## src/rtl/led_ctrl_pkg.sv

```systemverilog
// Shared encodings and widths for the breathing-LED sequencer.
// Hold states only exist when LED_BREATH_HOLD_EN is defined.
package led_ctrl_pkg;

  localparam int unsigned ST_W  = 3;
  localparam int unsigned CNT_W = 32;

  localparam logic [ST_W-1:0] ST_IDLE      = 3'd0;
  localparam logic [ST_W-1:0] ST_RAMP_UP   = 3'd1;
  localparam logic [ST_W-1:0] ST_HOLD_HIGH = 3'd2;
  localparam logic [ST_W-1:0] ST_RAMP_DOWN = 3'd3;
  localparam logic [ST_W-1:0] ST_HOLD_LOW  = 3'd4;

  // States in which the step timer paces duty changes
  function automatic logic is_ramp(input logic [ST_W-1:0] s);
    return (s == ST_RAMP_UP) || (s == ST_RAMP_DOWN);
  endfunction

endpackage

```

## src/rtl/pwm_cmp.sv

```systemverilog
// Free-running PWM period counter with a registered duty compare.
module pwm_cmp
  import led_ctrl_pkg::*;
#(
  parameter int unsigned PERIOD = 30
) (
  input  logic             clk,
  input  logic             rst,
  input  logic [CNT_W-1:0] duty,
  output logic             led
);

  localparam logic [CNT_W-1:0] LP_PCNT_LAST = CNT_W'(PERIOD - 1);

  logic [CNT_W-1:0] r_pcnt;
  logic             r_led;

  always_ff @(posedge clk) begin
    if (rst) begin
      r_pcnt <= '0;
      r_led  <= 1'b0;
    end else begin
      r_led  <= (r_pcnt < duty);
      r_pcnt <= (r_pcnt == LP_PCNT_LAST) ? '0 : r_pcnt + CNT_W'(1);
    end
  end

  assign led = r_led;

endmodule

```

## src/rtl/led_breath_ctrl.sv

```systemverilog
// Breathing-LED sequencer: FSM ramps/holds the duty register feeding pwm_cmp.
// Define LED_BREATH_HOLD_EN to build the HOLD_HIGH/HOLD_LOW states and hold timer.
module led_breath_ctrl
  import led_ctrl_pkg::*;
#(
  parameter int unsigned PERIOD      = 30,
  parameter int unsigned STEP_DIV    = 300,
  parameter int unsigned HOLD_CYCLES = 3000
) (
  input  logic             clk,
  input  logic             rst,
  input  logic             en,
  output logic             led,
  output logic [CNT_W-1:0] duty,
  output logic [ST_W-1:0]  state,
  output logic             busy
);

  localparam logic [CNT_W-1:0] LP_DUTY_MAX  = CNT_W'(PERIOD);
  localparam logic [CNT_W-1:0] LP_DUTY_PRE  = CNT_W'(PERIOD - 1);
  localparam logic [CNT_W-1:0] LP_STEP_LAST = CNT_W'(STEP_DIV - 1);

  logic [ST_W-1:0]  r_state;
  logic [ST_W-1:0]  w_state_nxt;
  logic [CNT_W-1:0] r_duty;
  logic [CNT_W-1:0] w_duty_nxt;
  logic [CNT_W-1:0] r_stmr;
  logic [CNT_W-1:0] w_stmr_nxt;
  logic             r_busy;
  logic             w_step;
  logic             w_ramp;

`ifdef LED_BREATH_HOLD_EN
  localparam logic [CNT_W-1:0] LP_HOLD_LAST = CNT_W'(HOLD_CYCLES - 1);

  logic [CNT_W-1:0] r_htmr;
  logic [CNT_W-1:0] w_htmr_nxt;
  logic             w_hold_done;
`else
  // HOLD_CYCLES has no effect in this build; the empty block only references it
  if (HOLD_CYCLES == 0) begin : g_hold_cycles_unused
  end
`endif

  always_ff @(posedge clk) begin
    if (rst) begin
      r_state <= ST_IDLE;
      r_duty  <= '0;
      r_stmr  <= '0;
      r_busy  <= 1'b0;
    end else begin
      r_state <= w_state_nxt;
      r_duty  <= w_duty_nxt;
      r_stmr  <= w_stmr_nxt;
      r_busy  <= (w_state_nxt != ST_IDLE);
    end
  end

`ifdef LED_BREATH_HOLD_EN
  always_ff @(posedge clk) begin
    if (rst) begin
      r_htmr <= '0;
    end else begin
      r_htmr <= w_htmr_nxt;
    end
  end
`endif

  // Next-state, duty and timer update; en=0 in RAMP_UP wins over a pending step
  always_comb begin
    w_state_nxt = r_state;
    w_duty_nxt  = r_duty;
    w_stmr_nxt  = r_stmr;
    w_ramp      = is_ramp(r_state);
    w_step      = (r_stmr == LP_STEP_LAST);
`ifdef LED_BREATH_HOLD_EN
    w_htmr_nxt  = r_htmr;
    w_hold_done = (r_htmr == LP_HOLD_LAST);
`endif

    case (r_state)
      ST_IDLE: begin
        w_duty_nxt = '0;
        if (en) begin
          w_state_nxt = ST_RAMP_UP;
        end
      end

      ST_RAMP_UP: begin
        if (!en) begin
          w_state_nxt = ST_RAMP_DOWN;
        end else if (w_step) begin
          if (r_duty >= LP_DUTY_PRE) begin
            w_duty_nxt  = LP_DUTY_MAX;
`ifdef LED_BREATH_HOLD_EN
            w_state_nxt = ST_HOLD_HIGH;
`else
            w_state_nxt = ST_RAMP_DOWN;
`endif
          end else begin
            w_duty_nxt = r_duty + CNT_W'(1);
          end
        end
      end

      ST_RAMP_DOWN: begin
        if (w_step) begin
          if (r_duty <= CNT_W'(1)) begin
            w_duty_nxt = '0;
`ifdef LED_BREATH_HOLD_EN
            w_state_nxt = en ? ST_HOLD_LOW : ST_IDLE;
`else
            w_state_nxt = en ? ST_RAMP_UP : ST_IDLE;
`endif
          end else begin
            w_duty_nxt = r_duty - CNT_W'(1);
          end
        end
      end

`ifdef LED_BREATH_HOLD_EN
      ST_HOLD_HIGH: begin
        if (!en || w_hold_done) begin
          w_state_nxt = ST_RAMP_DOWN;
        end
      end

      ST_HOLD_LOW: begin
        if (!en) begin
          w_state_nxt = ST_IDLE;
        end else if (w_hold_done) begin
          w_state_nxt = ST_RAMP_UP;
        end
      end

      default: begin
        w_state_nxt = ST_IDLE;
        w_duty_nxt  = '0;
      end
`else
      ST_HOLD_HIGH, ST_HOLD_LOW: begin
        w_state_nxt = ST_IDLE;
        w_duty_nxt  = '0;
      end

      default: begin
        w_state_nxt = ST_IDLE;
        w_duty_nxt  = '0;
      end
`endif
    endcase

    // Timers restart on any state change and only run in their own states
    if (w_state_nxt != r_state) begin
      w_stmr_nxt = '0;
    end else if (w_ramp) begin
      w_stmr_nxt = w_step ? '0 : r_stmr + CNT_W'(1);
    end else begin
      w_stmr_nxt = '0;
    end

`ifdef LED_BREATH_HOLD_EN
    if (w_state_nxt != r_state) begin
      w_htmr_nxt = '0;
    end else if ((r_state == ST_HOLD_HIGH) || (r_state == ST_HOLD_LOW)) begin
      w_htmr_nxt = r_htmr + CNT_W'(1);
    end else begin
      w_htmr_nxt = '0;
    end
`endif
  end

  pwm_cmp #(
    .PERIOD (PERIOD)
  ) u_pwm_cmp (
    .clk  (clk),
    .rst  (rst),
    .duty (r_duty),
    .led  (led)
  );

  assign duty  = r_duty;
  assign state = r_state;
  assign busy  = r_busy;

endmodule
```

## config.mk

```make
export PLATFORM = sky130hd
export DESIGN_NAME = led_breath_ctrl
export DESIGN_NICKNAME = d
export VERILOG_FILES = /design/src/rtl/led_ctrl_pkg.sv /design/src/rtl/pwm_cmp.sv /design/src/rtl/led_breath_ctrl.sv
export SDC_FILE = /design/constraint.sdc
export NUM_CORES = 1
export LEC_CHECK = 0
export BUFFER_PORTS_ARGS = -buffer_cell sky130_fd_sc_hd__clkbuf_2
export CORE_MARGIN = 4
export CORE_UTILIZATION = 33
export CTS_CLUSTER_SIZE = 14
export DETAILED_ROUTE_END_ITERATION = 10
export PLACE_DENSITY = 0.56
export SLEW_MARGIN = 25
export SYNTH_ARGS = -nofsm -noshare
export SYNTH_HDL_FRONTEND = slang
export SYNTH_SLANG_ARGS = --single-unit
```

## constraint.sdc

```tcl
create_clock -name clk -period 3.25 [get_ports clk]
set_clock_uncertainty 0.2 [all_clocks]
set_input_delay 0.1625 -clock clk [delete_from_list [all_inputs] [get_ports clk]]
set_output_delay 0.1625 -clock clk [all_outputs]
set_load 0.01 [all_outputs]
```

==> run metrics, run 1 <==
status complete, no violations; First DRT Iteration DRCs between 200 and 300; vias post-DR about 5.4k; num ports 40; number of detailed-route iterations in the first pass 5; post-route minimum period between 2 and 3 ns; die footprint between 0.015 and 0.02 mm2; GRT Overall Usage between 15 and 20%; Die W between 100 and 150 um; GR Overflow Total 0; reg2reg setup slack ~0.5 ns; Yosys cell types 65; final core occ a little under two fifths; Setup WS post-layout about 0.5 ns; post-place setup slack 0.556 ns; Max Cap Viol 0; number of hold buffers added after CTS 0; CP Capture Type register; Hold Path Class in -> reg; Area Growth Syn to Fin 13.6%; EDFF count, synth 0; Tcrit/Tclk final 84.7%; Final Setup Violations 0; Power Dens Cells between 300 and 400 mW/mm2; Max Slew Vio Count 0; Synth Area in Adders approximately 7.9%; first-pass GRT wire length 26.6 mm; Vias/cell 5.39; Post-Syn Instances a little over 700; area share of and/or/nand/nor cells after synthesis slightly below 30%; Nets approximately 800; Synth Area in Compound Gates between 15 and 20%; FF-to-FF End duty[22]; post-CTS setup buffer count 0; buffer depth of the longest clock path 2; die height about 140 um; Syn Nets 767; DP Area roughly 0.0063 mm2; top_reg_cell synth dfxtp_1; fmax about 360 MHz; Reg clk slew, reported paths ~0.070 ns; RSZ-0062 raised after global routing no; hold endpoint busy; post-DR wirelength/cell between 15 and 20 um; antenna violations before repair 0; hold path start en; peak supply drop 0.000257 V; Inserted Diodes 0; leakage roughly 2.5 nW; Seq cells post-synth between 100 and 150; R2R cell count 6; Total Wirelength approximately 16 mm; worst r2r src duty[23]; gpl congestion roughly 0.88; Critical Path Start Type register; WP data required 3.29 ns; Worst EP arrival ~2.8 ns; ANT nets after route 0; post-cts resize count 0; actual slew at the worst max-slew pin approximately 0.6 ns; H-tree depth 3; number of core rows between 40 and 50; post-route setup TNS 0 ns; proportion of layout cells with a drive suffix above 1 between 10% and 20%; Fillers 1837; clock latency on the worst-skew pair 0.35 ns; max_slew headroom roughly 61%; worst-path maximum fanout 8; pin count of the biggest net entering global routing 32; number of global-route vias before repair 5035; Min-Delay Path Depth 3; dpl hpwl around 12 mm; critical path type reg -> reg; mapped cell area around 0.006 mm2; main combinational cell family by area after synthesis simple AND/OR/NAND/NOR gates; Starting Density approximately 34%; DRC violations left 0; Final Cell Area between 0.006 and 0.007 mm2; YS warnings 0; syn_area_per_cell roughly 8 um2; root buf cell clkbuf_16; total power between 2 and 2.5 mW; clk sinks 101; TritonCTS clock tree built; sequential share of the synthesized area between 30% and 40%; mux contribution to synthesized area 0%; Async SR Flop Fraction 0%; Fin. Hold Viols 0; Port Buffers 39; Core ar. approximately 0.017 mm2; xor/xnor share of the synthesized area approximately 8%; CTS Buf Count 9
flip-flops by register name, indices dropped and copies added, names as in the netlist:
signal	count
r_stmr	32
u_pwm_cmp.r_pcnt	32
duty	32
state	3
u_pwm_cmp.led	1
busy	1
per-layer routing:
| layer | GRT usage, % | routed length (um) | vias to the layer above |
|---|---|---|---|
| li1 | - | - | 2719 |
| met1 | 22.2 | 7640 | 2511 |
| met2 | 25.7 | 7310 | 126 |
| met3 | 3.60 | 775 | 19 |
| met4 | 5.25 | 292 | 0 |
| met5 | 0 | 0 | - |
synth_stat cells (11+ instances only):
cell | count | area share (%)
ha_1 | 37 | 7.9
and3_1 | 11 | 1.2
nand3_1 | 41 | 3.5
o21ai_0 | 32 | 2.7
a21o_1 | 11 | 1.4
inv_1 | 39 | 2.5
nor4_1 | 21 | 2.2
dfxtp_1 | 101 | 35
or3_1 | 13 | 1.4
xnor2_1 | 28 | 4.2
nor2_1 | 88 | 5.7
nor3_1 | 32 | 2.7
xor2_1 | 26 | 3.9
nand2_1 | 41 | 2.6
a21oi_1 | 53 | 4.5
clkbuf_1 | 21 | 1.3
nand4_1 | 28 | 3.0
cells by family after synthesis:
group           after synthesis
compound gates              143
xor+xnor                     54
fa+ha+maj                    37
buf+inv                      65
flops                       101
other cells                   1
simple gates                326
how the worst max path moves through the flow:
stage | startpoint | to | slack (ns) | cells past startpoint
2_1_floorplan | duty[1] | duty[20] | 0.77 | 8
3_3_place_gp | duty[18] | duty[12] | 0.54 | 6
3_5_place_dp | duty[26] | duty[22] | 0.56 | 6
4_1_cts | duty[26] | duty[22] | 0.53 | 6
5_1_grt | duty[1] | duty[18] | 0.26 | 9
6_report | duty[23] | duty[22] | 0.50 | 6
critical path, stage by stage, from the launching register on:
cell and delay (ns):
dfxtp_1 0.40, nor4_4 0.47, o2111ai_2 0.25, or4_1 0.69, and3_1 0.34, a32oi_1 0.23, nand2_1 0.06
layout by cell type (no fill, tap or decap), drive strengths merged, types with 3 or more instances in the layout:
cell / count
nand3: 42
dfxtp: 101
a31oi: 5
buf: 16
o41ai: 4
inv: 39
a21o: 12
o21a: 3
xnor2: 28
or4: 7
clkinv: 3
and2: 3
a22oi: 3
xor2: 26
nor4b: 7
or3: 13
nor2: 89
ha: 37
and3: 12
a211oi: 5
and4: 6
clkbuf: 50
nor2b: 3
nand2b: 4
a21oi: 53
o31ai: 7
nor3: 33
nor4: 26
o21ai: 33
nand2: 41
or2: 7
nand4: 29
final cells by class:
| class | count | area (um2) | share of cell area [%] |
|---|---|---|---|
| repair buffers | 55 | 315 | 4.75 |
| flip-flops and latches | 101 | 2020 | 30.5 |
| multi-input cells | 561 | 3570 | 53.8 |
| clock inverters | 4 | 47.5 | 0.716 |
| well taps | 225 | 282 | 4.24 |
| inverters | 40 | 150 | 2.26 |
| clock buffers | 11 | 253 | 3.81 |
power by group:
| part | total [mW] | switching (mW) | internal (mW) |
|---|---|---|---|
| Combinational | 0.0887 | 0.0578 | 0.0309 |
| Sequential | 1.25 | 0.00944 | 1.24 |
| Clock | 1.10 | 0.466 | 0.632 |
| Total | 2.44 | 0.534 | 1.91 |
metrics by stage:
| step | cells | hold WS [ns] |
|---|---|---|
| CTS | 997 | 0.0405 |
| detailed placement | 982 | 0.252 |
| global route | 997 | 0.0630 |
| global placement | 982 | 0.245 |
| floorplan | 727 | 0.169 |
| finish | 997 | 0.0550 |
Note: power is estimated with default switching activity, not from simulation.
==> run 2, diff against run 1 <==
- PLACE_DENSITY: 0.56 -> 0.57
- clock period: 3.25 -> 2.45 ns (I/O delays scaled with it)
==> run 2 against run 1 <==
  * Critical path depth rose by 2
  * Combinational power rose by 67%
  * Setup slack got worse by 0.43 ns
  * Register-to-register slack got worse by 0.43 ns
  * Count of clock-buffer cells in the layout did not move
  * Non-clock buffer count rose by 92
  * Flip-flop and latch count did not move
  * First-iteration DRC count rose by 18%
  * Fmax rose by 16%
  * Power rose by 33%
  * Largest power group unchanged
==> run metrics, run 2 (synthesis results as in run 1) <==
buffer depth of the longest clock path 2; DP Area between 0.007 and 0.008 mm2; R2R cell count 8; WP data required around 2.5 ns; most frequent cells in the layout 102 x buf_4, 93 x dfxtp_1, 88 x nor2_1; sw power approximately 800 uW; CP Capture Type register; leakage 2.95 nW; Total Wirelength between 15 and 20 mm; GRT Overall Usage 17.8%; Core ar. between 0.015 and 0.02 mm2; Port Buffers 39; clock latency on the worst-skew pair approximately 0.36 ns; root buf cell clkbuf_16; WP depth 8; proportion of layout cells with a drive suffix above 1 between 20% and 30%; gpl congestion just under 0.9; Power Dens Cells about 440 mW/mm2; fmax between 400 and 500 MHz; critical path type reg -> reg; Flop pwr share roughly half; Worst EP arrival between 2 and 2.5 ns; CP cell instances buf_6 > or4_4 > nor4_4 > buf_4 > nand3_4 > nor3_4 > xnor2_1 > a22o_2; status complete, no violations; number of global-route vias before repair between 5k and 6k; Vias/cell ~5.3; vias post-DR 5759; H-tree depth 3; metal3 WL 874 um; ANT nets after route 0; commonest non-fill, non-tap cell in the layout buf_4; Crit-path slowest cell or4_4; top sig layer met4; combinational power share under 10%; worst hold slack 0.323 ns; dpl hpwl roughly 13 mm; TritonCTS clock tree built; Fin. Hold Viols 0; Int Pwr ~2.5 mW; number of core rows 48; Inserted Diodes 0; Nets 900; Clock Power Share between 40% and 50%; Final Cell Area about 0.0075 mm2; max_slew headroom roughly 64%; actual slew at the worst max-slew pin between 0.5 and 0.6 ns; First DRT Iteration DRCs 339; die height between 100 and 150 um; GR Overflow Total 0; antenna violations before repair 0; Max Cap Viol 0; Die W 141 um; die footprint around 0.020 mm2; post-DR wirelength/cell around 16 um; num ports 40; crit-path leading delay family simple AND/OR/NAND/NOR gates; Area Growth Syn to Fin 27.6%; clk sinks about 100; Min-Delay Path Depth 2; metal2 WL just over 8 mm; peak supply drop around 0.00033 V; Final Setup Violations 0; DRC violations left 0; first-pass GRT wire length 28.6 mm; Max Slew Vio Count 0; CP max stage delay 0.55 ns; pin count of the biggest net entering global routing 32; Reg clk slew, reported paths around 0.070 ns; reg2reg setup slack 0.07 ns; Tcrit/Tclk final a little over nine tenths; Critical Path Start Type register; M1 WL 7.82 mm; worst-path maximum fanout 3; CTS Buf Count 9; crit path buf inv count 2; number of detailed-route iterations in the first pass 5; Switching Fraction between 20% and 30%; Hold Path Class reg -> reg; Starting Density 33.8%; post-route minimum period 2.38 ns
-- run 2: cell types whose count changed in the layout (fill, tap and decap cells not counted), moves of 3 or more --
| cell | before | now |
|---|---|---|
| dfxtp_1 | 101 | 93 |
| dfxtp_2 | 0 | 8 |
| buf_4 | 16 | 102 |
| nor4_1 | 21 | 18 |
-- run 2: area by class of cell --
| class | instances | area [um2] |
|---|---|---|
| Clock buffer | 11 | 253 |
| Fill cell | 1738 | 9840 |
| Sequential cell | 101 | 2030 |
| Multi-Input combinational cell | 561 | 3650 |
| Tap cell | 225 | 282 |
| Timing Repair Buffer | 147 | 1040 |
| Inverter | 40 | 150 |
| Clock inverter | 5 | 42.5 |
-- run 2: what timing repair did --
item                                   4_1_cts  5_1_grt
hold buffers                                 2        0
setup endpoints to repair                    0       31
resized for setup                            0       29
endpoints found under the hold margin        5        0
setup buffers                                0        3
-- run 2: final timing paths --
path / start / end
setup / recovery: duty[21] / duty[31]
setup reg to reg: duty[21] / duty[31]
hold / removal: r_stmr[22] / r_stmr[22]
hold reg to reg: r_stmr[22] / r_stmr[22]
-- run 2: tightest hold or removal path: stages, from the launching register on --
cell and delay [ns]:
dfxtp_1 0.34, o21ai_0 0.08, a21oi_1 0.06
-- run 2: through the flow --
| stage | util [%] | total power, mW | TNS (ns) | cells | setup WS (ns) |
|---|---|---|---|---|---|
| 2_1_floorplan | - | 1.78 | 0 | 727 | 0.000426 |
| 3_3_place_gp | 40.6 | 1.84 | 0 | 1069 | 0.0580 |
| 3_5_place_dp | 40.6 | 1.84 | 0 | 1069 | 0.0257 |
| 5_1_grt | 43.1 | 3.36 | -0.0290 | 1090 | -0.0290 |
| 4_1_cts | 42.4 | 3.28 | 0 | 1087 | 0.0191 |
| 6_report | 43.1 | 3.25 | 0 | 1090 | 0.0693 |
-- run 2: power groups by stage --
stage | Sequential (mW) | Clock (mW) | Combinational (mW)
global route | 1.66 | 1.54 | 0.163
finish | 1.66 | 1.44 | 0.148
floorplan | 1.70 | 0 | 0.0761
detailed placement | 1.70 | 0 | 0.139
CTS | 1.66 | 1.48 | 0.143
global placement | 1.70 | 0 | 0.139
-- run 2: per-layer routing --
metal	GRT usage [%]	up-vias
met2	29.3	142
met3	4.27	32
met4	6.73	0
met1	22.5	2693
li1	-	2892
met5	0	-
==> run 3, diff against run 2 <==
- REMOVE_ABC_BUFFERS: not set -> 1
- SLEW_MARGIN: 25 -> not set
==> run 3 against run 2 <==
  * Global-route usage fell by 0.23 points
  * Setup slack improved by 0.052 ns
  * Count of clock-buffer cells in the layout fell by 1
  * Register-to-register slack improved by 0.05 ns
  * Final cell count rose by 0.64%
  * Highest routed layer unchanged
==> run metrics, run 3 (synthesis results as in run 1) <==
status complete, no violations; Tcrit/Tclk final a little over nine tenths; commonest non-fill, non-tap cell in the layout buf_4; Die W around 140 um; post-DR wirelength/cell ~16 um; number of core rows 48; CP cell instances inv_1 > ha_2 > nor4b_2 > buf_4 > and4_2 > nand2_1 > buf_4 > nor2_1 > or2_2 > a31oi_1; Setup WS post-layout roughly 0.12 ns; dpl hpwl about 13 mm; Max Slew Vio Count 0; vias post-DR around 5.8k; root buf cell clkbuf_16; die height 141 um; WP data required around 2.5 ns; most frequent cells in the layout 112 x buf_4, 96 x dfxtp_1, 88 x nor2_1; Switching Fraction a little under a quarter; Reg clk slew, reported paths 0.07 ns; Final Setup Violations 0; GR Overflow Total 0; Fin. Hold Viols 0; Hold Path Class reg -> reg; Power Dens Cells 439 mW/mm2; number of global-route vias before repair around 5.5k; first-pass GRT wire length roughly 28 mm; gpl congestion 0.864; Port Buffers 39; Inserted Diodes 0; Flop pwr share between 50% and 60%; Starting Density approximately 34%; Worst EP arrival around 2.4 ns; TritonCTS clock tree built; post-place setup slack 0.0498 ns; post-route minimum period between 2 and 2.5 ns; Int Pwr ~2.5 mW; sw power approximately 760 uW; critical path type reg -> reg; clk sinks ~100; actual slew at the worst max-slew pin roughly 0.6 ns; GRT Overall Usage between 15 and 20%; CTS Buf Count 9; H-tree depth 3; Critical Path Start Type register; number of detailed-route iterations in the first pass 5; ANT nets after route 0; Total Wirelength 17.0 mm; clock latency on the worst-skew pair around 0.35 ns; Vias/cell approximately 5.2; DP Area just over 0.007 mm2; crit path buf inv count 3; Core ar. between 0.015 and 0.02 mm2; worst-path maximum fanout 5; num ports 40; CP most frequent cell buf_4; buffer depth of the longest clock path 2; proportion of layout cells with a drive suffix above 1 24.7%; RSZ-0062 raised after global routing yes; fmax around 430 MHz; leakage approximately 3 nW; crit-path leading delay family simple AND/OR/NAND/NOR gates; combinational power share under 10%; DRC violations left 0; CP Capture Type register; Crit-path slowest cell dfxtp_1; post-CTS setup buffer count 0; Area Growth Syn to Fin 28.6%; antenna violations before repair 0; pin count of the biggest net entering global routing 32; peak supply drop 0.000294 V; max_slew headroom between 50% and 60%; CP max stage delay roughly 0.4 ns; Clock Power Share 44.7%; First DRT Iteration DRCs about 500; Max Cap Viol 0; Nets slightly above 900; Final Cell Area about 0.0075 mm2; die footprint roughly 0.020 mm2
## run 3: changes by cell type in the layout (fill, tap and decap cells not counted), sizes merged
cell / previous run / this run
buf: 106 / 114
clkinvlp: 3 / 0
clkbuf: 50 / 49
clkinv: 1 / 5
inv: 41 / 39
bufinv: 0 / 1
## run 3: per-stage QoR
step | setup TNS [ns] | utilization, % | instances | hold slack, ns | total power [mW]
after floorplan | -3.19 | - | 702 | -0.00843 | 1.77
after global placement | 0 | 41.1 | 1080 | 0.270 | 1.85
after detailed placement | 0 | 41.1 | 1080 | 0.284 | 1.85
after CTS | 0 | 42.9 | 1097 | 0.313 | 3.34
after global routing | -0.144 | 43.4 | 1097 | 0.329 | 3.43
final | 0 | 43.4 | 1097 | 0.297 | 3.30
## run 3: power groups by stage
| stage | logic, mW | clock network (mW) | registers (mW) |
|---|---|---|---|
| global placement | 0.158 | 0 | 1.70 |
| floorplan | 0.0689 | 0 | 1.70 |
| finish | 0.164 | 1.48 | 1.66 |
| detailed placement | 0.157 | 0 | 1.70 |
| CTS | 0.161 | 1.52 | 1.66 |
| global route | 0.181 | 1.59 | 1.66 |
## run 3: path summary, 6_finish.rpt
| kind | from | endpoint | slack, ns | depth (start not counted) |
|---|---|---|---|---|
| min reg2reg | duty[28] | duty[28] | 0.30 | 1 |
| max | duty[0] | duty[26] | 0.12 | 10 |
| max reg2reg | duty[0] | duty[26] | 0.12 | 10 |
| min | duty[28] | duty[28] | 0.30 | 1 |
## run 3: timing repair
item,4_1_cts,5_1_grt
hold buffers,2,0
endpoints found under the setup margin,0,33
endpoints found under the hold margin,4,0
resized for setup,0,25
## run 3: final cells by class
class	count	area, um2
fill	1783	9780
multi-input combinational	561	3660
sequential	101	2030
timing repair buffer	155	1100
tap	225	282
clock buffer	10	239
inverter	40	150
clock inverter	5	61.3
## run 3: layer usage
| metal | global-route usage (%) | part of all wire [%] |
|---|---|---|
| met5 | 0 | 0 |
| met4 | 5.71 | 1.7 |
| met3 | 2.61 | 5.0 |
| met2 | 25.5 | 42 |
| met1 | 26.4 | 52 |
